## src/rtl/alu_pkg.sv

```systemverilog
// Shared ALU encodings: operation codes, R-type funct codes, ALUOp classes
// and immediate sub-codes. Used by the ALU control decoder and the ALU.
package alu_pkg;

  // ALU operation codes. 4'b1110 and 4'b1111 are unused.
  typedef enum logic [3:0] {
    OP_SLL  = 4'b0000,
    OP_SRL  = 4'b0001,
    OP_SRA  = 4'b0010,
    OP_ADD  = 4'b0011,
    OP_SUB  = 4'b0100,
    OP_AND  = 4'b0101,
    OP_OR   = 4'b0110,
    OP_XOR  = 4'b0111,
    OP_NOR  = 4'b1000,
    OP_SLT  = 4'b1001,
    OP_LUI  = 4'b1010,
    OP_SLLV = 4'b1011,
    OP_SRLV = 4'b1100,
    OP_SRAV = 4'b1101
  } alu_op_e;

  // Operation classes issued by the main control unit.
  localparam logic [3:0] ALUOP_RTYPE  = 4'b0000;
  localparam logic [3:0] ALUOP_MEM    = 4'b0001;
  localparam logic [3:0] ALUOP_BRANCH = 4'b0100;

  // R-type funct field encodings.
  localparam logic [5:0] FUNCT_SLL  = 6'b000000;
  localparam logic [5:0] FUNCT_SRL  = 6'b000010;
  localparam logic [5:0] FUNCT_SRA  = 6'b000011;
  localparam logic [5:0] FUNCT_SLLV = 6'b000100;
  localparam logic [5:0] FUNCT_SRLV = 6'b000110;
  localparam logic [5:0] FUNCT_SRAV = 6'b000111;
  localparam logic [5:0] FUNCT_ADD  = 6'b100000;
  localparam logic [5:0] FUNCT_ADDU = 6'b100001;
  localparam logic [5:0] FUNCT_SUB  = 6'b100010;
  localparam logic [5:0] FUNCT_SUBU = 6'b100011;
  localparam logic [5:0] FUNCT_AND  = 6'b100100;
  localparam logic [5:0] FUNCT_OR   = 6'b100101;
  localparam logic [5:0] FUNCT_XOR  = 6'b100110;
  localparam logic [5:0] FUNCT_NOR  = 6'b100111;
  localparam logic [5:0] FUNCT_SLT  = 6'b101010;

  // Immediate sub-codes carried in ALUOp[2:0] when ALUOp[3] is set.
  localparam logic [2:0] IMM_ADD = 3'b000;
  localparam logic [2:0] IMM_SLT = 3'b010;
  localparam logic [2:0] IMM_AND = 3'b100;
  localparam logic [2:0] IMM_OR  = 3'b101;
  localparam logic [2:0] IMM_XOR = 3'b110;
  localparam logic [2:0] IMM_LUI = 3'b111;

  // One decode result: operation plus unsupported-encoding flag.
  typedef struct packed {
    alu_op_e op;
    logic    illegal;
  } decode_t;

  // Unsupported encodings fall back to ADD with the illegal flag raised.
  localparam decode_t DECODE_ILLEGAL = '{op: OP_ADD, illegal: 1'b1};
  localparam decode_t DECODE_RESET   = '{op: OP_ADD, illegal: 1'b0};

  // Decode an immediate-class sub-code; 001 and 011 are unsupported.
  function automatic decode_t decode_imm(input logic [2:0] sub);
    decode_t d;
    d = DECODE_ILLEGAL;
    case (sub)
      IMM_ADD: d = '{op: OP_ADD, illegal: 1'b0};
      IMM_SLT: d = '{op: OP_SLT, illegal: 1'b0};
      IMM_AND: d = '{op: OP_AND, illegal: 1'b0};
      IMM_OR:  d = '{op: OP_OR,  illegal: 1'b0};
      IMM_XOR: d = '{op: OP_XOR, illegal: 1'b0};
      IMM_LUI: d = '{op: OP_LUI, illegal: 1'b0};
      default: d = DECODE_ILLEGAL;
    endcase
    return d;
  endfunction

endpackage

```

## src/rtl/alu_control_if.sv

```systemverilog
// Bus between main control and the ALU control decoder: operation class and
// funct field in, registered ALU operation and illegal flag out.
interface alu_control_if;
  logic [3:0] i_ALUOp;
  logic [5:0] i_funct;
  logic [3:0] o_operation;
  logic       o_illegal;

  // Main-control side: drives the request, observes the decode.
  modport master (
    output i_ALUOp,
    output i_funct,
    input  o_operation,
    input  o_illegal
  );

  // Decoder side: consumes the request, drives the decode.
  modport slave (
    input  i_ALUOp,
    input  i_funct,
    output o_operation,
    output o_illegal
  );
endinterface

```

## src/rtl/alu_funct_decode.sv

```systemverilog
// Combinational R-type funct decoder. Unknown functs map to ADD and raise
// the illegal flag.
module alu_funct_decode
  import alu_pkg::*;
(
  input  logic [5:0] i_funct,
  output alu_op_e    o_operation,
  output logic       o_illegal
);

  // Map each supported funct to its ALU operation.
  always_comb begin
    o_operation = OP_ADD;
    o_illegal   = 1'b0;
    case (i_funct)
      FUNCT_ADD,
      FUNCT_ADDU: o_operation = OP_ADD;
      FUNCT_SUB,
      FUNCT_SUBU: o_operation = OP_SUB;
      FUNCT_AND:  o_operation = OP_AND;
      FUNCT_OR:   o_operation = OP_OR;
      FUNCT_XOR:  o_operation = OP_XOR;
      FUNCT_NOR:  o_operation = OP_NOR;
      FUNCT_SLT:  o_operation = OP_SLT;
      FUNCT_SLL:  o_operation = OP_SLL;
      FUNCT_SRL:  o_operation = OP_SRL;
      FUNCT_SRA:  o_operation = OP_SRA;
      FUNCT_SLLV: o_operation = OP_SLLV;
      FUNCT_SRLV: o_operation = OP_SRLV;
      FUNCT_SRAV: o_operation = OP_SRAV;
      default: begin
        o_operation = OP_ADD;
        o_illegal   = 1'b1;
      end
    endcase
  end

endmodule

```

## src/rtl/alu_control.sv

```systemverilog
// ALU control: selects the ALU operation from the operation class and, for
// R-type instructions, the funct field. Result is registered, one cycle
// latency, new decode every cycle.
module alu_control
  import alu_pkg::*;
(
  input  logic         i_clk,
  input  logic         i_rst,
  alu_control_if.slave bus
);

  alu_op_e funct_op;
  logic    funct_illegal;
  decode_t decode_next;
  decode_t decode_reg;

  alu_funct_decode u_funct_decode (
    .i_funct     (bus.i_funct),
    .o_operation (funct_op),
    .o_illegal   (funct_illegal)
  );

  // Operation-class mux. Only the R-type branch looks at the funct field, so
  // an undriven funct cannot disturb any other class.
  always_comb begin
    decode_next = DECODE_ILLEGAL;
    casez (bus.i_ALUOp)
      ALUOP_RTYPE:  decode_next = '{op: funct_op, illegal: funct_illegal};
      ALUOP_MEM:    decode_next = '{op: OP_ADD, illegal: 1'b0};
      ALUOP_BRANCH: decode_next = '{op: OP_SUB, illegal: 1'b0};
      4'b1???:      decode_next = decode_imm(bus.i_ALUOp[2:0]);
      default:      decode_next = DECODE_ILLEGAL;
    endcase
  end

  // Output register; reset wins over the decode in the same cycle.
  always_ff @(posedge i_clk) begin
    if (i_rst) begin
      decode_reg <= DECODE_RESET;
    end else begin
      decode_reg <= decode_next;
    end
  end

  assign bus.o_operation = decode_reg.op;
  assign bus.o_illegal   = decode_reg.illegal;

endmodule

```

## src/flat_wrapper.sv

```systemverilog
// flat-port wrapper written by rule: the top's interface ports become plain ports
module alu_control_flat import alu_pkg::*;
  (i_clk, i_rst, bus_i_ALUOp, bus_i_funct, bus_o_operation, bus_o_illegal);
  alu_control_if bus_i ();
  input  logic i_clk;
  input  logic i_rst;
  input wire logic [$bits(bus_i.i_ALUOp)-1:0] bus_i_ALUOp;
  input wire logic [$bits(bus_i.i_funct)-1:0] bus_i_funct;
  output wire logic [$bits(bus_i.o_operation)-1:0] bus_o_operation;
  output wire logic [$bits(bus_i.o_illegal)-1:0] bus_o_illegal;
  assign bus_i.i_ALUOp = bus_i_ALUOp;
  assign bus_i.i_funct = bus_i_funct;
  assign bus_o_operation = bus_i.o_operation;
  assign bus_o_illegal = bus_i.o_illegal;
  alu_control u_core (.i_clk(i_clk), .i_rst(i_rst), .bus(bus_i));
endmodule
```

## config.mk

```make
export PLATFORM = sky130hd
export DESIGN_NAME = alu_control_flat
export DESIGN_NICKNAME = d
export VERILOG_FILES = /design/src/rtl/alu_pkg.sv /design/src/rtl/alu_control_if.sv /design/src/rtl/alu_funct_decode.sv /design/src/rtl/alu_control.sv /design/src/flat_wrapper.sv
export SDC_FILE = /design/constraint.sdc
export NUM_CORES = 1
export LEC_CHECK = 0
export CAP_MARGIN = 20
export CORE_ASPECT_RATIO = 1.1
export CORE_UTILIZATION = 30
export CTS_CLUSTER_SIZE = 25
export DETAILED_ROUTE_END_ITERATION = 8
export GPL_ROUTABILITY_DRIVEN = 1
export MAX_ROUTING_LAYER = met4
export PLACE_DENSITY = 0.68
export SLEW_MARGIN = 0
export SYNTH_ARGS = -nofsm -noshare
export SYNTH_HDL_FRONTEND = slang
export SYNTH_SLANG_ARGS = --single-unit
```

## constraint.sdc

```tcl
create_clock -name i_clk -period 1.05 [get_ports i_clk]
set_input_delay 0.105 -clock i_clk [delete_from_list [all_inputs] [get_ports i_clk]]
set_output_delay 0.105 -clock i_clk [all_outputs]
set_load 0.005 [all_outputs]
```

# After elaboration in Yosys (flattened, before gate mapping)
# Cells that the tools add are included.
[word_totals]
elab_cells = 32
inputBits = 12
reg_bits = 5
[classes]
n_eq_ne = 21
reduce_logical = 5
muxes = 4
[ops]
columns = ["cell", "n"]
rows = [
  ["== test 6 bit, second input constant", 9],
  ["case mux 4 bit (12 select lines)", 1],
  ["case mux 5 bit (6 select lines)", 1],
  ["case mux 5 bit (4 select lines)", 1],
  ["== test 6 x 3 -> 1 bit, second input constant", 3],
  ["OR reduction 15 bit", 1],
  ["== test 3 bit, second input constant", 4],
  ["== test 6 x 2 -> 1 bit, second input constant", 2],
  ["zero test 6 bit", 1],
  ["== test 4 x 1 -> 1 bit, second input constant", 1],
  ["== test 4 x 3 -> 1 bit, second input constant", 1],
  ["zero test 4 bit", 1],
  ["== test 3 x 2 -> 1 bit, second input constant", 1],
  ["zero test 3 bit", 1],
  ["OR reduction 2 bit", 1],
  ["two-way mux 1 bit", 1],
]

# Longest topological paths before layout
# Gate-level depths: netlist of the first run.
[depth]
ltp_word = 4
ltp_mapped = 5

# By module
# From an unflattened synthesis of the first run, not the netlist that was laid out.
[hier_totals]
hier_cells = 62
area_unflattened_um2 = 499.2
[modules_own_cells]
columns = ["mod", "area_per_inst_um2", "cells_each", "instances"]
rows = [
  ["alu_control", 286.5, 33, 1],
  ["alu_funct_decode", 212.7, 29, 1],
]

# Worst setup path before layout of the first run
# Ideal clock, no wire load.
[synth_timing]
path_kind = "input -> register"
startpoint = "in bus_i_funct[0]"
endpoint = "reg u_core.decode_reg, in the netlist u_core.bus.o_operation[0]"
cell_stages = 5
t_required_ns = 0.928
setup_ns = 0.122
n_path_buf = 1
setup_slack_ns = 0.079
arrival_time_ns = 0.849
path_cell_list = "buf_2 nor2_1 a21o_1 a221oi_2 o32a_1"
[synth_via]
elab_chain_len = 4
elab_cells_between_ends = 16
cone_classes = "eq/ne (12); mux (2); reduce/logical (2)"
[synth_lines]
columns = ["item", "line_no", "source"]
rows = [
  ["start, declared", "flat_wrapper.sv:8", "input wire logic [$bits(bus_i.i_funct)-1:0] bus_i_funct;"],
  ["== test 6 bit", "alu_funct_decode.sv:15", "case (i_funct)"],
  ["OR reduction 2 bit", "n/a", ""],
  ["case mux 4 bit (12 select lines) *", "alu_funct_decode.sv:15", ""],
  ["case mux 5 bit (4 select lines) *", "alu_control.sv:27", "casez (bus.i_ALUOp)"],
  ["end signal, assigned", "alu_control.sv:41", "decode_reg <= decode_next;"],
  ["end, declared", "alu_control.sv:15", "decode_t decode_reg;"],
]
# Every way passes the cells marked *; elsewhere a longest branch is shown, timed or not.
# A chain may end at the register's enable or synchronous reset.

# Worst setup path after layout of the first run
[layout_timing]
startpoint = "in bus_i_ALUOp[1]"
endpoint = "reg u_core.decode_reg, in the netlist u_core.bus.o_operation[2]"
[layout_via]
elab_chain_len = 3
elab_cells_between_ends = 11
cone_classes = "eq/ne (7); mux (2); reduce/logical (2)"
[layout_lines]
columns = ["item", "line_no", "source"]
rows = [
  ["start, declared", "flat_wrapper.sv:7", "input wire logic [$bits(bus_i.i_ALUOp)-1:0] bus_i_ALUOp;"],
  ["== test 3 bit (tied with other cells)", "alu_pkg.sv:67", "case (sub)"],
  ["case mux 5 bit (6 select lines)", "alu_pkg.sv:67", ""],
  ["case mux 5 bit (4 select lines) *", "alu_control.sv:27", ""],
]
# Marks and branches as above.

==> results of run 1 <==
==> flip-flops by register name, summed over array words and instances, names as in the netlist <==
signal	flops
u_core.bus.o_illegal	1
u_core.bus.o_operation	4
==> final cells by class <==
class | count | area (sq um)
Clock buffer | 4 | 26.3
Inverter | 4 | 15.0
Multi-Input combinational cell | 48 | 363
Timing Repair Buffer | 31 | 255
Fill cell | 138 | 639
Sequential cell | 5 | 100
Tap cell | 16 | 20.0
==> routing by layer <==
layer  vias to the layer above  wire [microns]  GRT usage
li1                        287               -          -
met1                       260             576      0.207
met2                        11             582      0.272
met3                         0              72     0.0667
met4                         0               0          0
met5                         -               0          -
==> through the flow <==
stage | cells | worst slack (ns) | TNS [ns]
6_report | 108 | 0.0449 | 0
5_1_grt | 108 | -0.000452 | -0.000452
4_1_cts | 108 | -0.00819 | -0.00819
3_5_place_dp | 104 | -0.457 | -2.12
3_3_place_gp | 104 | -0.444 | -2.03
2_1_floorplan | 60 | 0.0793 | 0
==> power by group <==
group	switching, uW	internal (uW)	total (uW)
clock network	87.8	144	232
logic	105	129	234
registers	2.00	201	203
==> cells in the final DEF, fill, tap and decap left out, types with 3 or more instances in the layout <==
cell           count
a21o_1             3
a21oi_1            3
buf_4             13
clkbuf_2           3
clkbuf_4           3
dfxtp_1            5
dlygate4sd2_1     10
inv_1              3
nand2b_1           3
nor2_2             3
nor3_1             3
==> worst max-delay path, stage by stage <==
cell,delay [ns]
dlygate4sd2_1,0.26
buf_4,0.15
maj3_1,0.35
o32a_1,0.18
nor2_1,0.13
==> cell families after synthesis <==
logic type | Yosys count
AO/OA/AOI/OAI | 20
AND/OR/NAND/NOR | 24
adder cells (fa/ha/maj) | 1
flip-flops | 5
buffers and inverters | 7
XOR/XNOR | 3
==> timing repair <==
action	4_1_cts	5_1_grt
pin swaps	1	4
resized for setup	24	11
endpoints found under the hold margin	0	0
endpoints found under the setup margin	10	3
buffers inserted	0	0
==> how the worst max path moves through the flow <==
stage                    from                        end
5_1_grt        bus_i_ALUOp[1]  u_core.bus.o_operation[2]
2_1_floorplan  bus_i_funct[0]  u_core.bus.o_operation[0]
3_3_place_gp   bus_i_ALUOp[3]  u_core.bus.o_operation[2]
3_5_place_dp   bus_i_ALUOp[3]  u_core.bus.o_operation[2]
4_1_cts        bus_i_funct[4]  u_core.bus.o_operation[2]
6_report       bus_i_ALUOp[1]  u_core.bus.o_operation[2]
==> impl_metrics.json, run 1 <==
{
  "status": "finished clean",
  "power_density_mw_per_mm2": 858,
  "drc": 0,
  "max_freq_mhz": 995,
  "wire_per_inst_microns": 11.4,
  "coreArea_sq_mm": 0.00142,
  "yosys.area.top_type": "dfxtp_1",
  "vias": 558,
  "cp.arrival_ns": 1.18,
  "numCtsBuffers": 3,
  "ys_seq_area_frac": 0.213,
  "relSlewSlack": 0.833,
  "die_h_microns": 43.5,
  "cts.sinks": 5,
  "synth-edff-count": 0,
  "stdcell_area_sq_um": 779,
  "dieArea_sq_mm": 0.00173,
  "drt-vias-per-instance": 5.17,
  "clkTransAtPathRegs_ns": 0.04,
  "power.leakage_uw": 0.000355,
  "synthFlopType": "dfxtp_1",
  "ys_seq_elements": 5,
  "clockBufferDepth": 2,
  "synthAdderAreaFrac": 0.0213,
  "slew_viol_final": 0,
  "period_share": 0.957,
  "syn_to_final_growth_pct": 65.7,
  "fin_util": 0.549,
  "cp_max_fo": 4,
  "ctsHtreeMaxLevel": 1,
  "dpl.hpwl_microns": 955,
  "fin_nets": 105,
  "yosysWarnings": 0,
  "holdBufCountCts": 0,
  "wl_microns": 1230,
  "tightest_slew_ns": 0.250,
  "grt_max_degree": 9,
  "hold_slack_ns": 0.250,
  "setup_viol": 0,
  "synth-xor-area-share": 0.0559,
  "placed_cell_area_sq_um": 742,
  "synthSimpleGateAreaFrac": 0.301,
  "cts_tree": "built",
  "grt_pass1_vias": 513,
  "synth_fp_nets": 72,
  "synth_compound_gate_area_share": 0.332,
  "grt_pass1_wl_microns": 2020,
  "netlist_instances": 60,
  "drv_cap": 0,
  "period_needed_ns": 1.01,
  "yosys-top-cells-area": "dfxtp_1 (21%), a221oi_2 (6.4%), a21o_1 (4.8%)",
  "avgSynthCellArea_sq_um": 7.84,
  "synth_mux_area_frac": 0,
  "overflow": 0,
  "die_x_microns": 39.8,
  "ant_nets": 0,
  "start_kind": "input pin",
  "first_iter_violations": 16,
  "yosys-top-cells-count": "dfxtp_1 (5), nor2_1 (5)",
  "holdPathStages": 3,
  "async_flop_share": 0,
  "cts-root-buf": "clkbuf_4",
  "grt.total_usage": 0.168,
  "yosysUniqueCellTypes": 31,
  "drive_gt1_frac": 0.370,
  "syn_area_sq_um": 470,
  "worst_hold_path.endpoint": "u_core.bus.o_operation[3]",
  "crit_type": "input pin to flop",
  "diodes": 0,
  "io_buffers": 16,
  "hp-start": "bus_i_ALUOp[3]",
  "p_total_uw": 669,
  "synth_top_area_frac": 0.213,
  "rows": 14,
  "timing_hold_violations_final": 0,
  "crit_required_ns": 1.22,
  "min_path_type": "input pin to flop",
  "synth_top_family_by_area": "compound AO/OA/AOI/OAI gates",
  "end_kind": "flop",
  "grt_antenna_before_repair": 0,
  "gp_congestion": 0.764,
  "dr.pass1.iters": 4,
  "ir_worst_vdd_mv": 0.617,
  "initial_core_util": 0.332,
  "top_level_ports": 17
}
Note: power is estimated with default switching activity, not from simulation.
==> run 2: changes to the inputs <==
--- a/config.mk
+++ b/config.mk
@@ -10,7 +10,7 @@
 export CORE_UTILIZATION = 30
 export CTS_CLUSTER_SIZE = 25
 export DETAILED_ROUTE_END_ITERATION = 8
-export GPL_ROUTABILITY_DRIVEN = 1
+export GPL_ROUTABILITY_DRIVEN = 0
 export MAX_ROUTING_LAYER = met4
 export PLACE_DENSITY = 0.68
 export SLEW_MARGIN = 0
==> results of run 2 <==
Final layout, timing and power as in run 1 (identical DEF).
==> run 3: changes to the inputs <==
--- a/config.mk
+++ b/config.mk
@@ -5,14 +5,13 @@
 export SDC_FILE = /design/constraint.sdc
 export NUM_CORES = 1
 export LEC_CHECK = 0
-export CAP_MARGIN = 20
-export CORE_ASPECT_RATIO = 1.1
-export CORE_UTILIZATION = 30
+export CORE_AREA = 2 2 39 41
 export CTS_CLUSTER_SIZE = 25
 export DETAILED_ROUTE_END_ITERATION = 8
+export DIE_AREA = 0 0 41 43
 export GPL_ROUTABILITY_DRIVEN = 0
 export MAX_ROUTING_LAYER = met4
-export PLACE_DENSITY = 0.68
+export PLACE_DENSITY = 0.76
 export SLEW_MARGIN = 0
 export SYNTH_ARGS = -nofsm -noshare
 export SYNTH_HDL_FRONTEND = slang
==> impl_metrics.json, run 3 (synthesis gave the netlist of run 1 again) <==
{
  "die_x_microns": 41,
  "holdBufCountCts": 0,
  "grt_util_met3": 0.0314,
  "ctsHtreeMaxLevel": 1,
  "power_density_mw_per_mm2": 835,
  "drc": 0,
  "timing_hold_violations_final": 0,
  "period_share": 0.999,
  "start_kind": "input pin",
  "grtUsageMet2": 0.300,
  "crit_type": "input pin to flop",
  "drt-vias-per-instance": 5.19,
  "dpl.hpwl_microns": 984,
  "first_iter_violations": 17,
  "cts.sinks": 5,
  "clkTransAtPathRegs_ns": 0.05,
  "dieArea_sq_mm": 0.00176,
  "grt_max_degree": 9,
  "slew_viol_final": 0,
  "io_buffers": 16,
  "rows": 14,
  "top_level_ports": 17,
  "max_freq_mhz": 953,
  "clockBufferDepth": 2,
  "relSlewSlack": 0.824,
  "wl_microns": 1440,
  "period_needed_ns": 1.05,
  "fin_util": 0.592,
  "die_h_microns": 43,
  "layout_commonest_cell": "buf_4",
  "min_path_type": "input pin to flop",
  "dpl_worst_slack_ns": -0.490,
  "grt.total_usage": 0.198,
  "placed_cell_area_sq_um": 749,
  "crit_required_ns": 1.22,
  "drv_cap": 0,
  "numCtsBuffers": 3,
  "fin_nets": 110,
  "syn_to_final_growth_pct": 74.2,
  "drive_gt1_frac": 0.361,
  "wire_per_inst_microns": 12.7,
  "status": "finished clean",
  "grt_antenna_before_repair": 0,
  "largest_reg_flops": 4,
  "ant_nets": 0,
  "tightest_slew_ns": 0.264,
  "ir_worst_vdd_mv": 0.384,
  "hold_slack_ns": 0.385,
  "coreArea_sq_mm": 0.00138,
  "layout_common_cells": "buf_4 (17), dlygate4sd2_1 (13), nor2_1 (5), dfxtp_1 (5)",
  "grt_pass1_wl_microns": 2330,
  "stdcell_area_sq_um": 820,
  "p_total_uw": 684,
  "power.leakage_uw": 0.000372,
  "nFillCells": 121,
  "cp_max_fo": 4,
  "top_usage_layer": "met2",
  "overflow": 0,
  "vias": 586,
  "dr.pass1.iters": 4,
  "fin_ws_ns": 0.000690,
  "initial_core_util": 0.340,
  "end_kind": "flop",
  "cts-root-buf": "clkbuf_4",
  "cts_tree": "built",
  "grt_pass1_vias": 549,
  "grtUsageMet1": 0.247,
  "setup_viol": 0,
  "cp.arrival_ns": 1.22,
  "diodes": 0
}
==> run 3: area by class of cell <==
class,instances,area [sq um],area share
Multi-Input combinational cell,48,364,0.444
Timing Repair Buffer,36,294,0.359
Sequential cell,5,100,0.122
Clock buffer,4,26.3,0.0321
Tap cell,16,20.0,0.0244
Inverter,4,15.0,0.0183
==> run 3: path summary, 6_finish.rpt <==
kind              cells after the start  slack (ns)                        end            from
setup / recovery                      5      0.0007  u_core.bus.o_operation[2]  bus_i_ALUOp[1]
hold / removal                        3        0.39  u_core.bus.o_operation[3]  bus_i_funct[4]
==> run 3: critical path: stages <==
cell and delay, ns:
dlygate4sd2_1 0.27, buf_4 0.16, maj3_1 0.35, o32a_1 0.19
nor2_1 0.13
==> run 3: repair_timing <==
action	4_1_cts	5_1_grt
pin swaps	5	1
endpoints found under the setup margin	10	5
cloned	1	0
resized for setup	20	9
setup buffers	3	0
==> run 3: routing by layer <==
layer / up-vias / wire [microns]
met5: - / 0
met4: 0 / 0
met3: 0 / 58
met2: 14 / 727
met1: 274 / 649
li1: 298 / -
==> run 3: stage by stage <==
| step | TNS [ns] | instances |
|---|---|---|
| after floorplan | 0 | 60 |
| after global placement | -2.05 | 105 |
| after detailed placement | -2.27 | 105 |
| after CTS | 0 | 113 |
| after global routing | -0.0335 | 113 |
| final | 0 | 113 |
==> run 3: power by group <==
part	switching (uW)	internal (uW)
clock	86.2	144
combinational	113	138
sequential	2.22	200
total	202	483
